### config.mk
export PLATFORM = sky130hd
export DESIGN_NAME = matrix_scan_driver
export DESIGN_NICKNAME = d
export VERILOG_FILES = /design/src/rtl/matrix_pkg.sv /design/src/rtl/matrix_row_scanner.sv /design/src/rtl/matrix_scan_driver.sv
export SDC_FILE = /design/constraint.sdc
export NUM_CORES = 1
export LEC_CHECK = 0
export BUFFER_PORTS_ARGS = -buffer_cell sky130_fd_sc_hd__buf_2
export CAP_MARGIN = 20
export CORE_UTILIZATION = 35
export CTS_CLUSTER_SIZE = 16
export DETAILED_ROUTE_END_ITERATION = 12
export SYNTH_ARGS = -nofsm -noshare
export SYNTH_HDL_FRONTEND = slang
export SYNTH_HIERARCHICAL = 1
export SYNTH_SLANG_ARGS = --single-unit
### constraint.sdc
create_clock -name clk -period 4.7 [get_ports clk]
set_input_delay 0.235 -clock clk [delete_from_list [all_inputs] [get_ports clk]]
set_output_delay 0.235 -clock clk [all_outputs]
set_load 0.005 [all_outputs]
### src/rtl/matrix_pkg.sv
// Shared constants, sweep FSM state type and one-hot helper for the LED-matrix scan driver.
package matrix_pkg;

    localparam int unsigned DEF_ROWS  = 7;
    localparam int unsigned DEF_COLS  = 5;
    localparam int unsigned DEF_DWELL = 1000;
    localparam int unsigned DEF_BLANK = 2;
    localparam int unsigned MAX_N     = 32;

    typedef enum logic [0:0] {IDLE, SWEEP} sweep_state_e;

    // Bit idx set in an MAX_N-wide vector; all-zero when idx falls outside 0..n-1.
    function automatic logic [MAX_N-1:0] onehot(input int unsigned idx, input int unsigned n);
        logic [MAX_N-1:0] oh;
        oh = '0;
        if (idx < n && idx < MAX_N) begin
            oh = MAX_N'(1) << idx;
        end
        return oh;
    endfunction

endpackage

### src/rtl/matrix_row_scanner.sv
// Free-running row/dwell counters with blanking decode; drives row_sel, col_out and frame_tick.
module matrix_row_scanner
    import matrix_pkg::*;
#(
    parameter int unsigned ROWS  = DEF_ROWS,
    parameter int unsigned COLS  = DEF_COLS,
    parameter int unsigned DWELL = DEF_DWELL,
    parameter int unsigned BLANK = DEF_BLANK,
    localparam int unsigned ROW_W = (ROWS > 1) ? $clog2(ROWS) : 1
) (
    input  logic             clk,
    input  logic             rst_n,
    input  logic [COLS-1:0]  row_pixels,
    output logic [ROW_W-1:0] row_idx,
    output logic             frame_end,
    output logic [ROWS-1:0]  row_sel,
    output logic [COLS-1:0]  col_out,
    output logic             frame_tick
);

    localparam int unsigned DW_W = (DWELL > 1) ? $clog2(DWELL) : 1;

    logic [DW_W-1:0]  dwell_cnt;
    logic             last_dwell;
    logic             last_row;
    logic             blanked;
    logic [MAX_N-1:0] oh;

    assign last_dwell = (dwell_cnt == DW_W'(DWELL - 1));
    assign last_row   = (row_idx == ROW_W'(ROWS - 1));
    assign blanked    = (dwell_cnt < DW_W'(BLANK));
    assign frame_end  = last_row && last_dwell;
    assign oh         = onehot(32'(row_idx), ROWS);

    // Outputs lag the counters by one register stage; row_pixels is already muxed by row_idx.
    always_ff @(posedge clk or negedge rst_n) begin
        if (!rst_n) begin
            dwell_cnt  <= '0;
            row_idx    <= '0;
            row_sel    <= '0;
            col_out    <= '0;
            frame_tick <= 1'b0;
        end else begin
            dwell_cnt <= last_dwell ? '0 : dwell_cnt + DW_W'(1);
            if (last_dwell) begin
                row_idx <= last_row ? '0 : row_idx + ROW_W'(1);
            end
            row_sel    <= blanked ? '0 : oh[ROWS-1:0];
            col_out    <= blanked ? '0 : row_pixels;
            frame_tick <= frame_end;
        end
    end

endmodule

### src/rtl/matrix_scan_driver.sv
// LED-matrix driver: framebuffer, write handshake, clear sweep FSM and sticky out-of-range flag.
// Define MATRIX_DOUBLE_BUFFER_EN to display a front buffer refreshed from the back buffer per frame.
module matrix_scan_driver
    import matrix_pkg::*;
#(
    parameter int unsigned ROWS  = DEF_ROWS,
    parameter int unsigned COLS  = DEF_COLS,
    parameter int unsigned DWELL = DEF_DWELL,
    parameter int unsigned BLANK = DEF_BLANK,
    localparam int unsigned ROW_W = (ROWS > 1) ? $clog2(ROWS) : 1,
    localparam int unsigned COL_W = (COLS > 1) ? $clog2(COLS) : 1
) (
    input  logic             clk,
    input  logic             rst_n,
    input  logic             wr_valid,
    output logic             wr_ready,
    input  logic [ROW_W-1:0] wr_row,
    input  logic [COL_W-1:0] wr_col,
    input  logic             wr_data,
    input  logic             clr,
    output logic [ROWS-1:0]  row_sel,
    output logic [COLS-1:0]  col_out,
    output logic             frame_tick,
    output logic             err_oob
);

    sweep_state_e    state_q;
    logic [ROW_W-1:0] sweep_row_q;
    logic [COLS-1:0]  fb_q [ROWS];
    logic [COLS-1:0]  row_pixels;
    logic [ROW_W-1:0] row_idx;
    logic             frame_end;
    logic             wr_fire;
    logic             in_range;

    assign wr_fire  = wr_valid && wr_ready;
    assign in_range = (32'(wr_row) < ROWS) && (32'(wr_col) < COLS);

    // Sweep FSM; clr always (re)starts from row 0 and wins over a same-cycle out-of-range write.
    always_ff @(posedge clk or negedge rst_n) begin
        if (!rst_n) begin
            state_q     <= IDLE;
            sweep_row_q <= '0;
            wr_ready    <= 1'b1;
            err_oob     <= 1'b0;
        end else if (clr) begin
            state_q     <= SWEEP;
            sweep_row_q <= '0;
            wr_ready    <= 1'b0;
            err_oob     <= 1'b0;
        end else begin
            if (wr_fire && !in_range) begin
                err_oob <= 1'b1;
            end
            unique case (state_q)
                IDLE: begin
                    wr_ready <= 1'b1;
                end
                SWEEP: begin
                    if (sweep_row_q == ROW_W'(ROWS - 1)) begin
                        state_q  <= IDLE;
                        wr_ready <= 1'b1;
                    end else begin
                        sweep_row_q <= sweep_row_q + ROW_W'(1);
                    end
                end
                default: begin
                    state_q  <= IDLE;
                    wr_ready <= 1'b1;
                end
            endcase
        end
    end

    // Writes only land in IDLE (wr_ready low in SWEEP), so they never collide with a row clear.
    always_ff @(posedge clk or negedge rst_n) begin
        if (!rst_n) begin
            for (int r = 0; r < ROWS; r++) begin
                fb_q[r] <= '0;
            end
        end else begin
            if (wr_fire && in_range) begin
                fb_q[wr_row][wr_col] <= wr_data;
            end
            if (state_q == SWEEP) begin
                fb_q[sweep_row_q] <= '0;
            end
        end
    end

`ifdef MATRIX_DOUBLE_BUFFER_EN
    logic [COLS-1:0] front_q [ROWS];

    // Copy takes the back buffer as it stood before this edge's write.
    always_ff @(posedge clk or negedge rst_n) begin
        if (!rst_n) begin
            for (int r = 0; r < ROWS; r++) begin
                front_q[r] <= '0;
            end
        end else if (frame_end) begin
            front_q <= fb_q;
        end
    end

    assign row_pixels = front_q[row_idx];
`else
    logic unused_frame_end;
    assign unused_frame_end = frame_end;
    assign row_pixels       = fb_q[row_idx];
`endif

    matrix_row_scanner #(
        .ROWS  (ROWS),
        .COLS  (COLS),
        .DWELL (DWELL),
        .BLANK (BLANK)
    ) u_scanner (
        .clk        (clk),
        .rst_n      (rst_n),
        .row_pixels (row_pixels),
        .row_idx    (row_idx),
        .frame_end  (frame_end),
        .row_sel    (row_sel),
        .col_out    (col_out),
        .frame_tick (frame_tick)
    );

endmodule

### After elaboration in Yosys (flattened, before gate mapping)

Cells that the tools add are included.

| word-level totals | value |
|---|---|
| output and inout bits | 15 |
| logic and storage cells | 82 |
| register bits | 67 |

| operators by class | value |
|---|---|
| magnitude comparators | 11 |
| muxes and demuxes | 28 |
| add/subtract/negate cells | 3 |
| equality and inequality tests | 5 |
| bitwise gates (word level) | 6 |
| reduce and logical (&&, ||, !) cells | 12 |
| shifts and indexed selects | 1 |

Operators by type and width:

| kind | count |
|---|---|
| $mux W35 | 2 |
| $and A35 B35 Y35 | 1 |
| $bwmux W35 | 1 |
| $not A35 Y35 | 1 |
| $demux W5 S3 | 2 |
| $mux W5 | 5 |
| $bmux W5 S3 | 1 |
| $mux W7 | 2 |
| $ge A4 B4 Y1 const B | 3 |
| $mux W3 | 4 |
| $not A3 Y4 | 3 |
| $add A10 B1 Y10 const B | 1 |
| $eq A10 B10 Y1 const B | 1 |
| $lt A10 B2 Y1 const B | 1 |
| $mux W10 | 1 |
| $lt A3 B3 Y1 const B | 3 |
| $logic_and A1 B1 Y1 | 8 |
| $lt A4 B1 Y1 const B | 2 |
| $mux W1 | 8 |
| $shl A1 B3 Y7 const A | 1 |
| $add A3 B1 Y3 const B | 2 |
| $eq A3 B3 Y1 const B | 2 |
| $lt A3 B4 Y1 const B | 1 |
| $reduce_bool A2 Y1 | 2 |
| other kinds (8) | 8 |

### Logic depth before layout (Yosys ltp)

Gate-level depths: netlist of the first run.

| depth | value |
|---|---|
| word-level depth | 10 |
| gate-level depth with buffers | 6 |
| gate-level depth less buffers | 5 |

### Modules after synthesis

Netlist of the first run, hierarchy kept.

Modules (own cells, without submodules):

| module | cells an instance | instances | area an instance (um2) |
|---|---|---|---|
| matrix_scan_driver | 247 | 1 | 2576.2 |
| matrix_row_scanner | 98 | 1 | 1098.6 |

### Least setup slack after synthesis of the first run

Ideal clock, no wire load.

| timing path | value |
|---|---|
| path kind | reg2reg |
| start | reg u_scanner.dwell_cnt[0] |
| end | reg u_scanner.dwell_cnt[1] |
| slack | 3.037 ns |
| data arrival time | 1.543 ns |
| path buffers | 1 |
| clock period less this slack | 1.663 ns |
| data required time | 4.580 ns |
| stages on the path, launching flop included | 6 |
| cell sequence | dfrtp_1 ha_1 nand4_2 or4_1 buf_2 and2_2 |

| between the ends | value |
|---|---|
| word-level cells in the longest chain between the ends | 2 |
| elaborated cells on any way between the ends | 3 |
| classes of those cells | add/sub (1); eq/ne (1); mux (1) |

Ends and longest elaborated chain:

| what | RTL line | source |
|---|---|---|
| start: declaration | matrix_row_scanner.sv:23 | `logic [DW_W-1:0] dwell_cnt;` |
| start signal: assignment | matrix_row_scanner.sv:44 | `dwell_cnt <= last_dwell ? '0 : dwell_cnt + DW_W'(1);` |
| $add A10 B1 Y10 or $eq A10 B10 Y1 (tied branches) | matrix_row_scanner.sv:44, matrix_row_scanner.sv:29 |  |
| $mux W10 * | matrix_row_scanner.sv:44 |  |

Every way passes the cells marked *; elsewhere a longest branch is shown, timed or not.
A chain may end at the register's enable or synchronous reset.

### Worst setup path after layout of the first run

| timing path | value |
|---|---|
| start | reg u_scanner.row_idx[0] |
| end | reg u_scanner.col_out[4] |

| between the ends | value |
|---|---|
| word-level cells in the longest chain between the ends | 5 |

Ends and longest elaborated chain:

| what | RTL line | source |
|---|---|---|
| start: declaration | matrix_row_scanner.sv:14 | `output logic [ROW_W-1:0] row_idx,` |
| start signal: assignment | matrix_row_scanner.sv:46 | `row_idx <= last_row ? '0 : row_idx + ROW_W'(1);` |
| $not A3 Y4 (not written as such) | matrix_scan_driver.sv:109 | `assign row_pixels = fb_q[row_idx];` |
| $bmux W5 S3 | matrix_scan_driver.sv:109 |  |
| $mux W5 (not written as such) (2 in series) | matrix_scan_driver.sv:109 |  |
| named net row_pixels[4] | matrix_scan_driver.sv:30 | `logic [COLS-1:0] row_pixels;` |
| $mux W5 | matrix_row_scanner.sv:49 | `col_out <= blanked ? '0 : row_pixels;` |
| end signal: assignment | matrix_row_scanner.sv:49 |  |
| end: declaration | matrix_row_scanner.sv:17 | `output logic [COLS-1:0] col_out,` |

The timed path passes the listed nets, and every way through them passes these cells. The select of a mux whose other input is x is not followed.

==> results of run 1 <==
==> path summary, 6_finish.rpt <==
check	startpoint	endpoint	depth (start not counted)
worst max-delay path	u_scanner/row_idx[0]$_DFFE_PN0N_	u_scanner/col_out[4]$_DFF_PN0_	3
worst min-delay path	rst_n	u_scanner/row_idx[1]$_DFFE_PN0N_	2
worst max register to register	u_scanner/row_idx[0]$_DFFE_PN0N_	u_scanner/col_out[4]$_DFF_PN0_	3
worst min register to register	err_oob$_DFFE_PN0P_	err_oob$_DFFE_PN0P_	1
max in group asynchronous	rst_n	fb_q[20]$_DFF_PN0_	2
min in group clk	clr	wr_ready$_DFFE_PN1P_	2
==> registers in the layout (all words and copies together) (netlist names) <==
name / cells
fb_q: 35
u_scanner/dwell_cnt: 10
u_scanner/row_sel: 7
u_scanner/col_out: 5
sweep_row_q: 3
u_scanner/row_idx: 3
err_oob: 1
state_q: 1
u_scanner/frame_tick: 1
wr_ready: 1
==> power by group through the flow <==
stage	sequential [mW]	combinational [mW]	clock, mW
final	0.697	0.186	0.495
after floorplan	0.684	0.133	0
after detailed placement	0.710	0.184	0
after global placement	0.709	0.180	0
after CTS	0.698	0.188	0.505
after global routing	0.705	0.210	0.532
==> routing by layer <==
| layer | part of all wire | track usage | wire (um) | vias to the layer above |
|---|---|---|---|---|
| li1 | - | - | - | 1298 |
| met1 | 0.47 | 0.223 | 3920 | 1373 |
| met2 | 0.48 | 0.250 | 3950 | 62 |
| met3 | 0.046 | 0.0420 | 380 | 7 |
| met4 | 0.0073 | 0.0408 | 61 | 0 |
| met5 | 0 | 0 | 0 | - |
==> critical path: cells and delay by family (launching register included) <==
kind	cells	cell delay [ns]
muxes	2	0.87
and+or+nand+nor	1	0.13
DFF	1	0.88
==> placed cells by master, fill, tap and decap left out, types with 2 or more instances in the layout <==
cell,Yosys,layout
nand4bb_1,4,4
nor4_1,14,14
o21ai_0,3,3
mux4_2,5,5
nand4b_1,4,4
o31ai_1,4,4
clkinv_2,0,2
nor2b_1,6,6
nand2b_1,6,6
inv_1,3,3
nor3b_1,3,3
a21oi_1,4,4
mux2i_1,34,34
or2_1,2,2
and2_1,9,9
nor3_1,7,7
xnor2_1,2,2
a21boi_1,7,7
ha_1,4,4
nand2_1,44,44
a211o_1,2,2
mux2_2,5,5
dfrtp_1,66,66
o2bb2ai_1,5,5
nor2_1,14,14
nand3_1,8,8
xor2_1,4,4
o21ai_1,3,3
clkbuf_8,0,10
clkinv_4,0,2
nor4_2,6,6
and3_1,2,2
nand4_1,19,19
buf_2,13,25
and3b_1,4,4
==> cells in the mapped netlist, types with 4 or more instances <==
| master | instances |
|---|---|
| nor4_1 | 14 |
| nor3_1 | 7 |
| nand3_1 | 8 |
| nand4_1 | 19 |
| buf_2 | 13 |
| clkbuf_1 | 5 |
| nand2b_1 | 6 |
| mux2i_1 | 34 |
| mux4_2 | 5 |
| nor2b_1 | 6 |
| dfrtp_1 | 66 |
| and3b_1 | 4 |
| nand4b_1 | 4 |
| o2bb2ai_1 | 5 |
| xor2_1 | 4 |
| and2_1 | 9 |
| nand2_1 | 44 |
| nor4_2 | 6 |
| nand4bb_1 | 4 |
| a21boi_1 | 7 |
| o31ai_1 | 4 |
| mux2_2 | 5 |
| nor2_1 | 14 |
| ha_1 | 4 |
| a21oi_1 | 4 |
==> kinds of logic after synthesis <==
logic type,count (synthesis),synth area share
simple gates,167,0.279
flops,67,0.457
mux,44,0.139
compound gates,32,0.0633
buf+inv,25,0.0351
xor+xnor,6,0.0143
fa+ha+maj,4,0.0136
==> final cells by class <==
type,count,area (sq um),share of cell area
Sequential cell,67,1680,0.413
Timing Repair Buffer,26,133,0.0326
Clock inverter,6,65.1,0.0160
Clock buffer,10,138,0.0339
Inverter,3,11.3,0.00277
Tap cell,136,170,0.0419
Multi-Input combinational cell,253,1870,0.460
==> flow_metrics.env, run 1 <==
export IMPL_dieHeight_um=104
export IMPL_slew_headroom=0.443
export IMPL_max_freq_mhz=505
export IMPL_yosys_area_top_type_share=0.449
export IMPL_setup_viol=0
export IMPL_fin_area_sq_um=4060
export IMPL_vias_per_cell=5.47
export IMPL_hold_buffers=0
export IMPL_holdCritPathClass="primary input to asynchronous set/reset pin"
export IMPL_finish_net_count=375
export IMPL_drt_iter0_drc=137
export IMPL_power_net_switching_uw=405
export IMPL_postCtsSetupBuffers=0
export IMPL_n_antenna_cell=0
export IMPL_antenna_left=0
export IMPL_endpoint_kind="register"
export IMPL_grt_overflow_total=0
export IMPL_fp_dieW_um=104
export IMPL_syn_area_per_cell_sq_um=10.7
export IMPL_rsz0062_at_grt="false"
export IMPL_initial_utilization=0.359
export IMPL_io_buffers=25
export IMPL_synth_edf_count=0
export IMPL_final_fill_count=1007
export IMPL_cp_arrival_ns=2.22
export IMPL_fin_setup_tns_ns=0
export IMPL_comb_power_share=0.135
export IMPL_synthToLayoutAreaGrowth_pct=10.6
export IMPL_syn_nets=360
export IMPL_io_pin_count=26
export IMPL_wl_per_cell_um=16.6
export IMPL_rrSetupSlack_ns=2.72
export IMPL_cts_root_buf="clkbuf_8"
export IMPL_synth_seq_cells=67
export IMPL_path_clk_slew_ns=0.08
export IMPL_syn_inst=345
export IMPL_worstMarginPinSlew_ns=0.835
export IMPL_grt_pass1_wl_um=13900
export IMPL_synth_area_leaders="dfrtp_1 (45%), mux2i_1 (9.3%), nand2_1 (4.5%)"
export IMPL_power_switching_share=0.294
export IMPL_report_final_slew_viol_count=0
export IMPL_antenna_found_initial=0
export IMPL_row_count=37
export IMPL_setup_ws_ns=2.72
export IMPL_slowest_stage="dfrtp_1"
export IMPL_seq_power_share=0.506
export IMPL_clock_path_buffers=2
export IMPL_maxCapViolations=0
export IMPL_irDropWorstVdd_mv=0.187
export IMPL_seq_area_frac_synth=0.457
export IMPL_numCtsBuffers=9
export IMPL_cts_resized=0
export IMPL_grt_pass1_vias=2609
export IMPL_layout_drive_gt1_share=0.189
export IMPL_stdcell_count=501
export IMPL_grt_max_degree=68
export IMPL_critical_path_required_ns=4.94
export IMPL_dr_pass1_iters=4
export IMPL_hold_violations=0
export IMPL_syn_area_sq_um=3670
export IMPL_crit_type="register to register"
export IMPL_dpl_hpwl_um=5750
export IMPL_totalPowerFinal_mw=1.38
export IMPL_dp_cells=485
export IMPL_period_needed_ns=1.98
export IMPL_post_dp_cell_area_sq_um=3860
export IMPL_status="finished, final reports clean"
export IMPL_place_worst_setup_slack_ns=2.74
export IMPL_grt_total_usage=0.161
export IMPL_final_util=0.397
export IMPL_place_gp_congestion=0.832
export IMPL_p_leak_nw=1.79
export IMPL_fin_crit_sh=0.422
export IMPL_cts_tree="done"
export IMPL_power_density_nw_per_um2=339
export IMPL_clockPowerShare=0.360
export IMPL_drc=0
export IMPL_startpoint_type="register"
export IMPL_p_int_uw=973
export IMPL_core_sq_um=10200
export IMPL_crit_path_max_fanout=23
export IMPL_critPathMaxStageDelay_ns=0.88
export IMPL_yosysWarnings=6
export IMPL_holdWs_ns=0.0673
export IMPL_path_cells="mux4_2, mux2_2, and2_1"
export IMPL_clkLatencyLatePin_ns=0.35
export IMPL_vias=2740
export IMPL_htreeDepth=3
export IMPL_yosys_area_top_type="dfrtp_1"
export IMPL_cts_sinks=67
export IMPL_synthDistinctLibCells=56
export IMPL_async_flop_share=1.00
export IMPL_skew_ns=0.00710
export IMPL_synth_ff_type="dfrtp_1"
export IMPL_wirelength_um=8310
export IMPL_die_area_sq_um=10900
No activity file was read; power rests on OpenSTA's default activity.
==> run 2: changes to the inputs <==
Clock period 4.7 ns to 1.8 ns, I/O delays scaled along.
==> flow_metrics.env, run 2 (synthesis results as in run 1) <==
export IMPL_place_gp_congestion=0.804
export IMPL_core_sq_um=10200
export IMPL_fin_crit_sh=0.896
export IMPL_place_worst_setup_slack_ns=0.156
export IMPL_antenna_left=0
export IMPL_initial_utilization=0.359
export IMPL_stdcell_count=512
export IMPL_cp_arrival_ns=1.88
export IMPL_power_density_nw_per_um2=834
export IMPL_drc=0
export IMPL_setup_viol=0
export IMPL_crit_path_max_fanout=16
export IMPL_fp_dieW_um=104
export IMPL_p_leak_nw=1.86
export IMPL_dieHeight_um=104
export IMPL_top_register="fb_q"
export IMPL_numCtsBuffers=9
export IMPL_cts_root_buf="clkbuf_8"
export IMPL_holdCritPathClass="primary input to register"
export IMPL_status="finished, final reports clean"
export IMPL_layout_drive_gt1_share=0.207
export IMPL_finish_net_count=387
export IMPL_htreeDepth=3
export IMPL_post_dp_cell_area_sq_um=3960
export IMPL_cts_tree="done"
export IMPL_vias=2779
export IMPL_wirelength_um=8480
export IMPL_grt_overflow_total=0
export IMPL_path_clk_slew_ns=0.07
export IMPL_critical_path_required_ns=2.06
export IMPL_final_cell_mix="dfrtp_1 (66), nand2_1 (44), mux2i_1 (34), buf_2 (25), nand4_1 (19)"
export IMPL_crit_type="register to register"
export IMPL_setup_ws_ns=0.187
export IMPL_cts_sinks=67
export IMPL_synthToLayoutAreaGrowth_pct=13.3
export IMPL_grt_total_usage=0.170
export IMPL_skew_ns=0.00835
export IMPL_period_needed_ns=1.61
export IMPL_holdWs_ns=0.159
export IMPL_wl_per_cell_um=16.6
export IMPL_largest_reg_flops=35
export IMPL_grt_pass1_wl_um=14600
export IMPL_final_fill_count=1014
export IMPL_io_pin_count=26
export IMPL_report_final_slew_viol_count=0
export IMPL_worstMarginPinSlew_ns=0.503
export IMPL_drt_iter0_drc=118
export IMPL_row_count=37
export IMPL_vias_per_cell=5.43
export IMPL_clock_path_buffers=2
export IMPL_dpl_hpwl_um=6080
export IMPL_die_area_sq_um=10900
export IMPL_irDropWorstVdd_mv=0.361
export IMPL_io_buffers=25
export IMPL_postCtsSetupBuffers=0
export IMPL_slew_headroom=0.662
export IMPL_hold_violations=0
export IMPL_maxCapViolations=0
export IMPL_n_antenna_cell=0
export IMPL_rsz0062_at_grt="false"
export IMPL_clkLatencyLatePin_ns=0.34
export IMPL_fin_setup_tns_ns=0
export IMPL_dr_pass1_iters=4
export IMPL_grt_max_degree=52
export IMPL_max_freq_mhz=620
export IMPL_fin_area_sq_um=4160
export IMPL_mostFrequentLayoutCell="dfrtp_1"
export IMPL_dp_cells=495
export IMPL_startpoint_type="register"
export IMPL_grt_pass1_vias=2901
export IMPL_endpoint_kind="register"
export IMPL_antenna_found_initial=0
export IMPL_reg_top3="fb_q (35), u_scanner/dwell_cnt (10), u_scanner/row_sel (7)"
[run 2: changes by cell type in the layout (fill, tap and decap cells not counted), moves of 2 or more]
cell / delta
buf_12: +2
buf_4: +8
clkbuf_8: +2
clkinv_4: -2
dlygate4sd3_1: +2
[run 2: critical path, stage by stage, from the launching register on]
cell and delay (ns):
dfstp_2 0.62, nand3b_4 0.22, nor4_1 0.47, mux2i_1 0.23
[run 2: report_power, final]
group | switching, mW | total, mW | leakage (nW) | internal, mW
Sequential | 0.126 | 1.81 | 0.880 | 1.68
Clock | 0.561 | 1.16 | 0.0953 | 0.602
Combinational | 0.303 | 0.497 | 0.880 | 0.195
[run 2: layout make-up]
cell class / instances / area [sq um] / share of cell area
Sequential cell: 67 / 1680 / 0.403
Tap cell: 136 / 170 / 0.0409
Timing Repair Buffer: 38 / 253 / 0.0607
Clock buffer: 13 / 169 / 0.0406
Inverter: 3 / 11.3 / 0.00271
Multi-Input combinational cell: 253 / 1870 / 0.450
Clock inverter: 2 / 10.0 / 0.00240
[run 2: worst paths after layout]
kind                                      start  cells after the start  slack [ns]                        endpoint
setup / recovery           wr_ready$_DFFE_PN1P_                      3        0.19              fb_q[32]$_DFF_PN0_
hold / removal                          wr_data                      3        0.16               fb_q[4]$_DFF_PN0_
setup reg to reg           wr_ready$_DFFE_PN1P_                      3        0.19              fb_q[32]$_DFF_PN0_
hold reg to reg             err_oob$_DFFE_PN0P_                      1        0.50             err_oob$_DFFE_PN0P_
max in group asynchronous                 rst_n                      3        0.92            wr_ready$_DFFE_PN1P_
min in group asynchronous                 rst_n                      2        0.22  u_scanner/row_sel[0]$_DFF_PN0_
[run 2: repair_timing]
| item | in CTS | in global routing |
|---|---|---|
| setup endpoints to repair | 0 | 1 |
| hold buffers | 2 | 0 |
| hold endpoints to repair | 20 | 0 |
| resized for setup | 0 | 1 |
[run 2: through the flow]
step	utilization	total power, mW
floorplan	-	2.13
global route	0.407	3.65
finish	0.407	3.47
CTS	0.407	3.52
global placement	0.387	2.31
detailed placement	0.387	2.33
[run 2: per-layer routing]
metal	global-route usage	wire length, um	up-vias
li1	-	-	1331
met1	0.222	3870	1368
met2	0.267	3990	66
met3	0.0414	442	14
met4	0.0776	179	0
met5	0	0	-
